**config.mk**
```make
export PLATFORM = sky130hd
export DESIGN_NAME = oled_screen_sequencer
export DESIGN_NICKNAME = d
export VERILOG_FILES = /design/src/rtl/ui_pkg.sv /design/src/rtl/btn_edge.sv /design/src/rtl/oled_screen_sequencer.sv
export SDC_FILE = /design/constraint.sdc
export NUM_CORES = 1
export LEC_CHECK = 0
export CAP_MARGIN = 10
export CORE_ASPECT_RATIO = 0.7
export CORE_MARGIN = 10
export CORE_UTILIZATION = 34
export DETAILED_ROUTE_END_ITERATION = 8
export DONT_BUFFER_PORTS = 1
export PLACE_DENSITY = 0.46
export SETUP_SLACK_MARGIN = 0.15
export SLEW_MARGIN = 5
export SYNTH_ARGS = -nofsm -noshare
export SYNTH_HDL_FRONTEND = slang
export SYNTH_SLANG_ARGS = --single-unit
```
**constraint.sdc**
```tcl
create_clock -name i_clk -period 4.6 [get_ports i_clk]
set_clock_uncertainty 0.2 [all_clocks]
set_input_delay 0.92 -clock i_clk [delete_from_list [all_inputs] [get_ports i_clk]]
set_output_delay 0.92 -clock i_clk [all_outputs]
set_load 0.05 [all_outputs]
```
**src/rtl/ui_pkg.sv**
```systemverilog
// Shared UI definitions for the OLED screen sequencer.
//   screen_e   : committed/pending screen encoding (TITLE, MENU, GAME, OVER)
//   WIDTH/HEIGHT/NUM_PIXELS : 96x64 panel geometry
//   Col*       : common RGB565 colour constants
package ui_pkg;

    typedef enum logic [1:0] {
        ScrTitle = 2'd0,
        ScrMenu  = 2'd1,
        ScrGame  = 2'd2,
        ScrOver  = 2'd3
    } screen_e;

    localparam int unsigned WIDTH      = 96;
    localparam int unsigned HEIGHT     = 64;
    localparam int unsigned NUM_PIXELS = WIDTH * HEIGHT;

    localparam logic [15:0] ColBlack = 16'h0000;
    localparam logic [15:0] ColWhite = 16'hFFFF;
    localparam logic [15:0] ColRed   = 16'hF800;
    localparam logic [15:0] ColGreen = 16'h07E0;
    localparam logic [15:0] ColBlue  = 16'h001F;

endpackage

```
**src/rtl/btn_edge.sv**
```systemverilog
// Rising-edge detector for a debounced button level.
//   i_clk   : clock
//   i_reset : synchronous active-high reset
//   i_level : debounced button level
//   o_rise  : high for the single cycle in which i_level first reads 1
module btn_edge (
    input  logic i_clk,
    input  logic i_reset,
    input  logic i_level,
    output logic o_rise
);

    logic r_prev;

    // History is loaded with the live level in reset so a button held
    // through reset does not produce an event on release of reset.
    always_ff @(posedge i_clk) begin
        r_prev <= i_level;
    end

    assign o_rise = i_level & ~r_prev & ~i_reset;

endmodule

```
**src/rtl/oled_screen_sequencer.sv**
```systemverilog
// Screen controller for the 96x64 OLED: TITLE -> MENU -> GAME -> OVER.
//   i_clk, i_reset        : pixel clock, synchronous active-high reset
//   i_pixel_index         : current pixel from the OLED driver
//   i_frame_begin         : start-of-frame pulse; screen changes commit only here
//   i_btn_c/u/d           : debounced select/up/down levels
//   i_game_over           : game-over level, honoured only in GAME
//   i_*_px                : RGB565 colours from the per-screen renderers
//   o_x, o_y              : column/row of i_pixel_index
//   o_screen              : committed screen
//   o_blink_on            : title icon visible phase
//   o_cursor              : menu cursor
//   o_game_start          : one-cycle pulse as GAME is committed
//   o_oled_data           : registered pixel colour
module oled_screen_sequencer
    import ui_pkg::*;
#(
    parameter int unsigned BLINK_FRAMES = 15,
    parameter int unsigned OVER_FRAMES  = 120,
    parameter int unsigned MENU_ITEMS   = 3
) (
    input  logic        i_clk,
    input  logic        i_reset,
    input  logic [12:0] i_pixel_index,
    input  logic        i_frame_begin,
    input  logic        i_btn_c,
    input  logic        i_btn_u,
    input  logic        i_btn_d,
    input  logic        i_game_over,
    input  logic [15:0] i_title_px,
    input  logic [15:0] i_menu_px,
    input  logic [15:0] i_game_px,
    input  logic [15:0] i_over_px,
    output logic [6:0]  o_x,
    output logic [5:0]  o_y,
    output logic [1:0]  o_screen,
    output logic        o_blink_on,
    output logic [1:0]  o_cursor,
    output logic        o_game_start,
    output logic [15:0] o_oled_data
);

    localparam int unsigned BlinkW = $clog2(BLINK_FRAMES);
    localparam int unsigned OverW  = $clog2(OVER_FRAMES);

    logic w_c_rise, w_u_rise, w_d_rise;

    btn_edge u_btn_c (.i_clk(i_clk), .i_reset(i_reset), .i_level(i_btn_c), .o_rise(w_c_rise));
    btn_edge u_btn_u (.i_clk(i_clk), .i_reset(i_reset), .i_level(i_btn_u), .o_rise(w_u_rise));
    btn_edge u_btn_d (.i_clk(i_clk), .i_reset(i_reset), .i_level(i_btn_d), .o_rise(w_d_rise));

    screen_e             r_screen, w_screen_d;
    screen_e             r_pending, w_pending_d;
    logic [1:0]          r_cursor, w_cursor_d;
    logic                r_blink_on, w_blink_on_d;
    logic [BlinkW-1:0]   r_blink_cnt, w_blink_cnt_d;
    logic [OverW-1:0]    r_over_cnt, w_over_cnt_d;
    logic                r_game_start, w_game_start_d;
    logic [15:0]         r_oled_data, w_oled_data_d;
    logic                w_idle;

    assign o_x = 7'(i_pixel_index % 13'(WIDTH));
    assign o_y = 6'(i_pixel_index / 13'(WIDTH));

    always_comb begin
        w_pending_d    = r_pending;
        w_cursor_d     = r_cursor;
        w_blink_on_d   = 1'b1;
        w_blink_cnt_d  = '0;
        w_over_cnt_d   = '0;
        // Once a change is queued, hold off further events until it commits.
        w_idle         = (r_pending == r_screen);

        unique case (r_screen)
            ScrTitle: begin
                if (w_idle && w_c_rise) w_pending_d = ScrMenu;
                w_blink_on_d  = r_blink_on;
                w_blink_cnt_d = r_blink_cnt;
                if (i_frame_begin) begin
                    if (r_blink_cnt == BlinkW'(BLINK_FRAMES - 1)) begin
                        w_blink_cnt_d = '0;
                        w_blink_on_d  = ~r_blink_on;
                    end else begin
                        w_blink_cnt_d = r_blink_cnt + 1'b1;
                    end
                end
            end
            ScrMenu: begin
                // Cursor is frozen while GAME is pending and kept for the next MENU visit.
                if (w_idle) begin
                    if (w_c_rise) begin
                        w_pending_d = ScrGame;
                    end else if (w_u_rise && !w_d_rise) begin
                        w_cursor_d = (r_cursor == 2'd0) ? 2'(MENU_ITEMS - 1) : r_cursor - 2'd1;
                    end else if (w_d_rise && !w_u_rise) begin
                        w_cursor_d = (r_cursor == 2'(MENU_ITEMS - 1)) ? 2'd0 : r_cursor + 2'd1;
                    end
                end
            end
            ScrGame: begin
                if (w_idle && i_game_over) w_pending_d = ScrOver;
            end
            ScrOver: begin
                w_over_cnt_d = r_over_cnt;
                if (i_frame_begin && r_over_cnt != OverW'(OVER_FRAMES - 1)) begin
                    w_over_cnt_d = r_over_cnt + 1'b1;
                end
                // Counter holds frames since commit; this frame_begin is frame r_over_cnt+1.
                if (w_idle && (w_c_rise ||
                    (i_frame_begin && r_over_cnt == OverW'(OVER_FRAMES - 2)))) begin
                    w_pending_d = ScrTitle;
                end
            end
            default: ;
        endcase

        // Commit uses the pending value from before this cycle's events.
        w_screen_d      = i_frame_begin ? r_pending : r_screen;
        w_game_start_d  = i_frame_begin && (r_pending == ScrGame) && (r_screen != ScrGame);

        if (i_pixel_index >= 13'(NUM_PIXELS)) begin
            w_oled_data_d = ColBlack;
        end else begin
            unique case (r_screen)
                ScrTitle: w_oled_data_d = i_title_px;
                ScrMenu:  w_oled_data_d = i_menu_px;
                ScrGame:  w_oled_data_d = i_game_px;
                ScrOver:  w_oled_data_d = i_over_px;
                default:  w_oled_data_d = ColBlack;
            endcase
        end
    end

    always_ff @(posedge i_clk) begin
        if (i_reset) begin
            r_screen     <= ScrTitle;
            r_pending    <= ScrTitle;
            r_cursor     <= 2'd0;
            r_blink_on   <= 1'b1;
            r_blink_cnt  <= '0;
            r_over_cnt   <= '0;
            r_game_start <= 1'b0;
            r_oled_data  <= ColBlack;
        end else begin
            r_screen     <= w_screen_d;
            r_pending    <= w_pending_d;
            r_cursor     <= w_cursor_d;
            r_blink_on   <= w_blink_on_d;
            r_blink_cnt  <= w_blink_cnt_d;
            r_over_cnt   <= w_over_cnt_d;
            r_game_start <= w_game_start_d;
            r_oled_data  <= w_oled_data_d;
        end
    end

    assign o_screen     = r_screen;
    assign o_blink_on   = r_blink_on;
    assign o_cursor     = r_cursor;
    assign o_game_start = r_game_start;
    assign o_oled_data  = r_oled_data;

endmodule

```
---- After elaboration in Yosys (flattened, before gate mapping) ----
Index checks and enable logic that the tools add are counted.
operators by class
  div/mod/pow operators ................... 2
  mux-type cells .......................... 12
  $add $sub $neg .......................... 4
  magnitude comparators ................... 1
  eq/ne operators ......................... 15
  bitwise operators ....................... 14
  reductions and logical operators ........ 21
operators by type and width
  cell                                              count
  case mux 16 bit (4 select lines)                  1
  2-to-1 mux 2 bit                                  9
  divider 13 x 7 -> 13 bit (second input constant)  1
  >= comparator 13 bit (second input constant)      1
  modulo 13 x 7 -> 13 bit (second input constant)   1
  != test 2 bit (second input constant)             6
  logical AND 1 bit                                 9
  == test 2 bit (second input constant)             4
  inverter 1 bit                                    8
  case mux 2 bit (4 select lines)                   1
  adder 7 x 1 -> 7 bit (second input constant)      1
  == test 7 bit (second input constant)             1
  != test 7 bit (second input constant)             1
  AND 1 bit                                         6
  OR reduction 2 bit                                3
  AND reduction 5 bit                               1
  adder 4 x 1 -> 4 bit (second input constant)      1
  == test 4 bit (second input constant)             1
  zero test 2 bit                                   2
  2-to-1 mux 4 bit                                  1
  AND reduction 4 bit                               1
  adder 2 x 1 -> 2 bit (second input constant)      1
  == test 2 x 1 -> 1 bit (second input constant)    1
  == test 2 bit                                     1
  5 further kinds                                   6
word-level totals
  output and inout port bits .............. 35
  logic and storage cells ................. 80
  flip-flop bits (word level) ............. 38
  bits of input ports ..................... 84

---- Logic depth before layout (Yosys ltp) ----
Gate-level depths: netlist of the first run.
  word-level depth ........................ 7
  gate-level depth with buffers ........... 9
  mapped depth without buffers ............ 8

---- Hierarchy ----
A second synthesis of the first run with hierarchy kept.
second synthesis, totals
  cell total of the unflattened synthesis .. 313
  area total of the unflattened synthesis .. 2516.2 µm²
by module, submodules not included
  module                 area each (µm²)  times used  cells each
  oled_screen_sequencer  2418.6           1           307
  btn_edge               32.5             3           2

---- Worst setup path after synthesis of the first run ----
OpenSTA, ideal clock, no wires.
  path type ............................... in2out
  from .................................... input i_pixel_index[8]
  to ...................................... output o_x[6]
  arrival ................................. 2.912 ns
  cell stages on the path ................. 7
  path slack .............................. 0.568 ns
  buffers on the path ..................... 1
  required time ........................... 3.480 ns
  cells stage by stage .................... buf_2 or4b_4 a21oi_1 o22ai_1 o221ai_2 a21o_1 a2bb2oi_1
on the way
  word-level cells in the longest chain between the ends .. 1
RTL lines
  element                  RTL line                     source
  start, declared          oled_screen_sequencer.sv:23  input logic [12:0] i_pixel_index,
  modulo 13 x 7 -> 13 bit  oled_screen_sequencer.sv:61  assign o_x = 7'(i_pixel_index % 13'(WIDTH));
  end, declared            oled_screen_sequencer.sv:33  output logic [6:0] o_x,
No other way between the ends.

---- Worst setup path in the final report of the first run ----
  from .................................... input i_pixel_index[11]
  to ...................................... output o_x[5]
The elaborated chain is that of the path after synthesis.

==> out/qor.yml, run 1 <==
synth_top_area_cell: "dfxtp_1"
synth-async-reset-ratio_pct: 0
clk_path_buf_depth: 2
overflow: 0
yosysSeqAreaShare_pct: 31.02
required_ns: 3.48
start_kind: "input pin"
drv_cap: 0
grt_pass1_wl_mm: 10.98
syn_area_sq_um: 2452
p_leak_nw: 0.9027
ant_nets: 0
timing_worst_setup_path_type: "input pin to primary output"
port-buffer-count: 0
antenna_found_initial: 0
path_clk_slew_ns: 0.07
yosysWarnings: 0
synthCells: 304
layout_commonest_cell: "nor2_1"
dpl.cell_count: 373
crit_fanout: 19
cts_tree: "yes"
maxSlewHeadroom_pct: 29.84
worst-path-buf-inv: 1
tightest_slew_ns: 1.052
cts_setup_buffers: 0
fin_crit_sh_pct: 81.42
cp.arrival_ns: 2.63
timing.fmax_mhz: 267.0
vias: 2122
ctsHoldBuffers: 0
antenna_cells: 0
drt_pass1_iterations: 8
die_height_um: 91.06
core_sq_um: 6882
grt_max_degree: 34
grt_pass1_vias: 1970
cts-root-buf: "clkbuf_8"
cp_cell_sequence: "inv_1, mux2_4, o21ai_2, o221ai_2, or3_1, a22oi_2"
synth.distinct_cells: 55
place_area_sq_um: 2451
die_width_um: 121.5
power_mw: 0.8007
ir_drop_mv: 0.1012
cpMaxStageDelayCell: "a22oi_2"
cts_resized: 0
synth_top_area_share_pct: 31.02
clock_latency_ns: 0.29
final_area_sq_um: 2560
nNetsFinal: 381
avgRoutedWirePerCell_um: 18.35
row_count: 25
endpoint_kind: "primary output"
synthFlopType: "dfxtp_1"
clock_sinks: 38
hpwl_mm: 5.402
drt-vias-per-instance: 5.570
critPathTopFamily: "compound AO/OA/AOI/OAI gates"
drive_gt1_share_pct: 8.362
synth_area_leaders: "dfxtp_1, nor2_1, a222oi_1"
route.detailed.drc: 0
grt_util_all_layers_pct: 12.03
setup-violations-final: 0
start_util_pct: 35.64
slowest_delay_ns: 0.52
nFillCells: 718
synth_enable_flop_cells: 0
syn-num-nets: 399
most-common-layout-cells: "nor2_1, dfxtp_1, a21oi_1"
area_growth_pct: 4.388
tns_ns: 0
outcome: "complete, no violations"
rsz0062_at_grt: "false"
syn-mean-instance-area_sq_um: 8.067
hold_violations: 0
min-delay-path-class: "flip-flop to flip-flop"
wl_mm: 6.992
slew_violations: 0
gp_congestion: 0.8242
p_per_area_nw_per_um2: 312.8
cts_buffers: 5
cts.htree.levels: 2
finalNonFillerCells: 381
drt_iter0_markers: 191
min_period_ns: 3.745
synth_seq_cells: 38
fp.dieArea_sq_um: 11060
boundaryPins: 119
-- metrics by stage --
step	hold slack [ns]	utilization [%]	worst slack [ns]
after global placement	0.3198	35.62	0.9034
final	0.3418	37.20	0.8548
after floorplan	0.2761	-	0.5677
after detailed placement	0.3188	35.62	0.8479
after CTS	0.3347	37.20	0.8372
after global routing	0.3924	37.20	0.7597
-- sequential cells by signal, indices dropped and copies added, names as in the netlist --
name,flops
o_blink_on,1
o_cursor,2
o_game_start,1
o_oled_data,16
o_screen,2
r_blink_cnt,4
r_over_cnt,7
r_pending,2
u_btn_c.r_prev,1
u_btn_d.r_prev,1
u_btn_u.r_prev,1
-- routing by layer --
metal | part of all wire [%] | up-vias | track usage [%]
li1 | - | 1061 | -
met1 | 47 | 974 | 16.65
met2 | 45 | 80 | 17.63
met3 | 7.9 | 7 | 3.958
met4 | 0.39 | 0 | 2.475
met5 | 0 | - | 0
-- cells by family (layout without fill, tap and decap cells) --
kind of cell	Yosys count	count (layout)	synth area share [%]
adder cells (fa/ha/maj)	12	12	6.020
AND/OR/NAND/NOR	113	113	22.55
AO/OA/AOI/OAI	81	81	24.44
flip-flops	38	38	31.02
multiplexers	9	9	4.132
buffers and inverters	40	23	7.602
XOR/XNOR	11	11	4.235
-- final cells by class --
cell class	count	area, sq um	area share [%]
Multi-Input combinational cell	226	1505	58.80
Inverter	12	45.04	1.760
Sequential cell	38	760.7	29.72
Clock inverter	3	40.04	1.564
Timing Repair Buffer	3	22.52	0.8798
Tap cell	94	117.6	4.594
Clock buffer	5	68.82	2.688
-- worst register-to-register path, cell delays in order (launching register included) --
cell,delay (ns)
dfxtp_1,0.77
inv_1,0.19
ha_1,0.48
nor4bb_1,0.35
a31oi_1,0.15
o32ai_1,0.17
nand2_1,0.14
nor3_1,0.15
nor3_1,0.07
-- power by group --
part           internal (mW)  leakage, nW  switching (mW)
Sequential             0.342        0.311          0.0401
Combinational         0.0505        0.533          0.0875
Clock                  0.160       0.0579           0.121
-- final timing paths --
path | cells after the start | slack, ns | end | startpoint
worst min register to register | 2 | 0.34 | r_over_cnt[5] | r_over_cnt[5]
worst min-delay path | 2 | 0.34 | r_over_cnt[5] | r_over_cnt[5]
worst max register to register | 8 | 1.81 | r_pending[0] | o_screen[1]
worst max-delay path | 6 | 0.85 | o_x[5] | i_pixel_index[11]
-- cells in the mapped netlist (4+ instances only) --
master,number
nor2_1,55
dfxtp_1,38
a21oi_1,24
a222oi_1,16
clkbuf_1,15
nand2_1,13
inv_1,12
ha_1,11
nand2b_1,10
nand3_1,7
o21ai_0,6
xor2_1,6
buf_2,5
mux2i_1,5
nand4_1,5
a211oi_1,4
a21o_1,4
a22oi_1,4
buf_4,4
nor2b_1,4
nor3_1,4
o22ai_1,4
xnor2_1,4
Note: power is estimated with default switching activity, not from simulation.
==> run 2, diff against run 1 <==
- PLACE_DENSITY: 0.46 -> 0.48
- clock period: 4.6 -> 3.15 ns (I/O delays scaled with it)
==> out/qor.yml, run 2 (same netlist as run 1, synthesis figures left out) <==
drv_cap: 0
grt_pass1_wl_mm: 11.41
port-buffer-count: 0
critPathTopFamily: "compound AO/OA/AOI/OAI gates"
drt-vias-per-instance: 5.518
required_ns: 2.32
hpwl_mm: 5.511
ir_drop_mv: 0.2419
timing_worst_setup_path_type: "input pin to primary output"
fp.dieArea_sq_um: 11060
path_clk_slew_ns: 0.07
drt_iter0_markers: 216
wl_mm: 7.102
dpl.cell_count: 382
layout_commonest_cell: "nor2_1"
cpMaxStageDelayCell: "or4b_4"
slowest_delay_ns: 0.53
antenna_cells: 0
grt_pass1_vias: 2104
tns_ns: 0
clock_latency_ns: 0.29
setup-violations-final: 0
ctsHoldBuffers: 0
start_util_pct: 35.64
vias: 2163
drt_pass1_iterations: 6
crit_fanout: 10
endpoint_kind: "primary output"
die_width_um: 121.5
boundaryPins: 119
grt_util_all_layers_pct: 12.31
die_height_um: 91.06
tightest_slew_ns: 0.8076
slew_violations: 0
cts_buffers: 5
place_area_sq_um: 2562
ant_nets: 0
min-delay-path-class: "input pin to flip-flop"
cts-root-buf: "clkbuf_8"
clk_path_buf_depth: 2
core_sq_um: 6882
largest_reg_flops: 16
start_kind: "input pin"
clock_sinks: 38
final_area_sq_um: 2720
row_count: 25
worst-path-buf-inv: 2
route.detailed.drc: 0
hold_violations: 0
area_growth_pct: 10.92
cp.arrival_ns: 2.12
overflow: 0
cts.htree.levels: 2
finalNonFillerCells: 392
outcome: "complete, no violations"
avgRoutedWirePerCell_um: 18.12
nNetsFinal: 392
maxSlewHeadroom_pct: 46.16
cts_tree: "yes"
fin_util_pct: 39.53
fin_crit_sh_pct: 93.52
cp_cell_sequence: "or4b_4, a21oi_2, o22ai_2, o221ai_4, buf_4, a21o_1, a2bb2oi_2, buf_6"
power_mw: 1.201
most-common-layout-cells: "nor2_1, dfxtp_1, a21oi_1"
drive_gt1_share_pct: 15.10
gp_congestion: 0.7657
timing.fmax_mhz: 339.5
antenna_found_initial: 0
rsz0062_at_grt: "true"
min_period_ns: 2.946
grt_max_degree: 34
p_per_area_nw_per_um2: 441.6
p_leak_nw: 0.9752
## run 2: cell types whose count changed in the layout (fill, tap and decap cells not counted), moves of 2 or more
cell,delta
a21oi_1,-3
a21oi_2,+3
buf_4,+9
inv_1,-2
nor2b_1,-2
nor2b_4,+2
## run 2: what timing repair did
item / in CTS / in global routing
buffers inserted: 0 / 2
endpoints found under the setup margin: 0 / 3
resized for setup: 0 / 6
## run 2: worst reg2reg max path: stages (launching register included)
cell	delay, ns
dfxtp_1	0.30
buf_4	0.19
inv_1	0.13
ha_1	0.17
buf_4	0.25
nor4b_1	0.58
nor2_1	0.08
a211oi_1	0.22
## run 2: worst paths after layout
kind / start / endpoint / slack (ns) / cells after the start
worst max register to register: o_screen[1] / o_cursor[0] / 0.93 / 7
worst min-delay path: i_btn_d / u_btn_d.r_prev / 0.17 / 0
worst min register to register: r_pending[1] / o_game_start / 0.32 / 2
worst max-delay path: i_pixel_index[8] / o_x[6] / 0.20 / 8
## run 2: power breakdown
part | switching (mW) | internal, mW | total [mW]
registers | 0.0564 | 0.499 | 0.556
logic | 0.138 | 0.0996 | 0.238
clock network | 0.175 | 0.233 | 0.408
total | 0.369 | 0.832 | 1.20
## run 2: per-layer routing
layer  vias to the layer above  GRT usage (%)  routed length, um
met5                         -              0                  0
met4                         0          2.079                 12
met3                         4          4.638                590
met2                        75          18.62               3162
met1                       995          16.41               3337
li1                       1089              -                  -
## run 2: metrics by stage
stage | hold slack, ns | worst slack [ns]
2_1_floorplan | 0.2761 | 0.001865
3_3_place_gp | 0.3045 | 0.2020
3_5_place_dp | 0.3059 | 0.1596
4_1_cts | 0.1578 | 0.1514
5_1_grt | 0.1404 | 0.1136
6_report | 0.1676 | 0.2041
## run 2: area by class of cell
class | instances | area, sq um
fill | 734 | 4161
multi-input combinational | 226 | 1560
sequential | 38 | 760.7
timing repair buffer | 14 | 121.4
tap | 94 | 117.6
clock buffer | 5 | 68.82
inverter | 12 | 51.30
clock inverter | 3 | 40.04
==> run 3, diff against run 2 <==
- MAX_ROUTING_LAYER: unset -> met4
==> out/qor.yml, run 3 (same netlist as run 1, synthesis figures left out) <==
avgRoutedWirePerCell_um: 18.13
drt_iter0_markers: 222
clk_path_buf_depth: 2
grt_pass1_vias: 2111
hpwl_mm: 5.511
tns_ns: 0
vias: 2144
grt_util_all_layers_pct: 12.70
r2r-start: "u_btn_d.r_prev"
overflow: 0
die_height_um: 91.06
cts-root-buf: "clkbuf_8"
antenna_found_initial: 0
antenna_cells: 0
required_ns: 2.32
ant_nets: 0
hold_violations: 0
p_leak_nw: 0.9752
cp.arrival_ns: 2.12
core_sq_um: 6882
r2r_slack_ns: 0.94
drv_cap: 0
fin_crit_sh_pct: 93.57
min-delay-path-class: "input pin to flip-flop"
ff_latch_area_sq_um: 760.7
clock_latency_ns: 0.29
r2r_cells: 5
nNetsFinal: 392
outcome: "complete, no violations"
largest_reg_flops: 16
cts.htree.levels: 2
wl_mm: 7.106
ir_drop_mv: 0.2419
cts_tree: "yes"
layout_commonest_cell: "nor2_1"
setup-violations-final: 0
fp.dieArea_sq_um: 11060
start_kind: "input pin"
drt_pass1_iterations: 7
timing.fmax_mhz: 339.3
tightest_slew_ns: 0.7847
path_clk_slew_ns: 0.07
dpl.cell_count: 382
grt_pass1_wl_mm: 11.43
holdPathStages: 0
ctsHoldBuffers: 0
drive_gt1_share_pct: 15.10
nFillCells: 734
reg2reg_to: "o_cursor[0]"
port-buffer-count: 0
hp-start: "i_btn_d"
finalNonFillerCells: 392
area_growth_pct: 10.92
start_util_pct: 35.64
drt-vias-per-instance: 5.469
grt_max_degree: 34
most-common-layout-cells: "nor2_1, dfxtp_1, a21oi_1"
hold_end: "u_btn_d.r_prev"
gp_congestion: 0.7758
multi_input_area_sq_um: 1560
cts_buffers: 5
rsz0062_at_grt: "true"
crit_fanout: 10
row_count: 25
die_width_um: 121.5
min_period_ns: 2.947
maxSlewHeadroom_pct: 47.69
slew_violations: 0
timing_worst_setup_path_type: "input pin to primary output"
boundaryPins: 119
p_per_area_nw_per_um2: 441.3
endpoint_kind: "primary output"
clock_sinks: 38
route.detailed.drc: 0
==> run 3: cell counts in the layout (fill, tap and decap cells not counted) <==
Identical to the previous run, type by type.
==> run 3: metal layers <==
| layer | GRT usage (%) | vias up | routed length (um) |
|---|---|---|---|
| li1 | - | 1088 | - |
| met1 | 16.87 | 977 | 3406 |
| met2 | 18.57 | 75 | 3107 |
| met3 | 4.020 | 4 | 577 |
| met4 | 2.079 | 0 | 13 |
| met5 | - | - | 0 |
==> run 3: critical path: stages <==
cell and delay (ns):
or4b_4 0.53, a21oi_2 0.15, o22ai_2 0.09, o221ai_4 0.12, buf_4 0.16, a21o_1 0.11, a2bb2oi_2 0.15, buf_6 0.17
==> run 3: area by class of cell <==
| class | count | area share, % |
|---|---|---|
| Multi-Input combinational cell | 226 | 57.36 |
| Clock buffer | 5 | 2.530 |
| Inverter | 12 | 1.886 |
| Tap cell | 94 | 4.324 |
| Timing Repair Buffer | 14 | 4.462 |
| Clock inverter | 3 | 1.472 |
| Sequential cell | 38 | 27.97 |
==> run 3: worst max path at each step <==
stage	startpoint	to	slack (ns)	cells after the start
final	i_pixel_index[8]	o_x[6]	0.20	8
after global routing	i_pixel_index[8]	o_x[6]	0.11	8
after CTS	i_pixel_index[10]	o_x[5]	0.15	7
after detailed placement	i_pixel_index[10]	o_x[5]	0.16	7
after global placement	i_pixel_index[8]	o_x[5]	0.20	7
after floorplan	i_pixel_index[8]	o_x[5]	0.002	7
==> run 3: where the power goes <==
| group | leakage [nW] | switching, mW | total, mW | internal, mW |
|---|---|---|---|---|
| sequential | 0.311 | 0.0565 | 0.556 | 0.499 |
| combinational | 0.606 | 0.138 | 0.238 | 0.0996 |
| clock | 0.0579 | 0.174 | 0.407 | 0.233 |
==> run 3: metrics by stage <==
stage                     setup slack (ns)  area [sq um]  hold slack [ns]  power [mW]  utilization (%)
after floorplan                   0.001865          2497           0.2761      0.7783                -
after global placement              0.2020          2562           0.3045      0.7947            37.24
after detailed placement            0.1596          2562           0.3059      0.7944            37.24
after CTS                           0.1514          2671           0.1578       1.208            38.82
after global routing                0.1136          2720           0.1387       1.270            39.53
final                               0.2026          2720           0.1660       1.200            39.53
==> run 3: timing repair <==
item                       CTS  global route
setup endpoints to repair    0             3
setup buffers                0             2
resized for setup            0             6
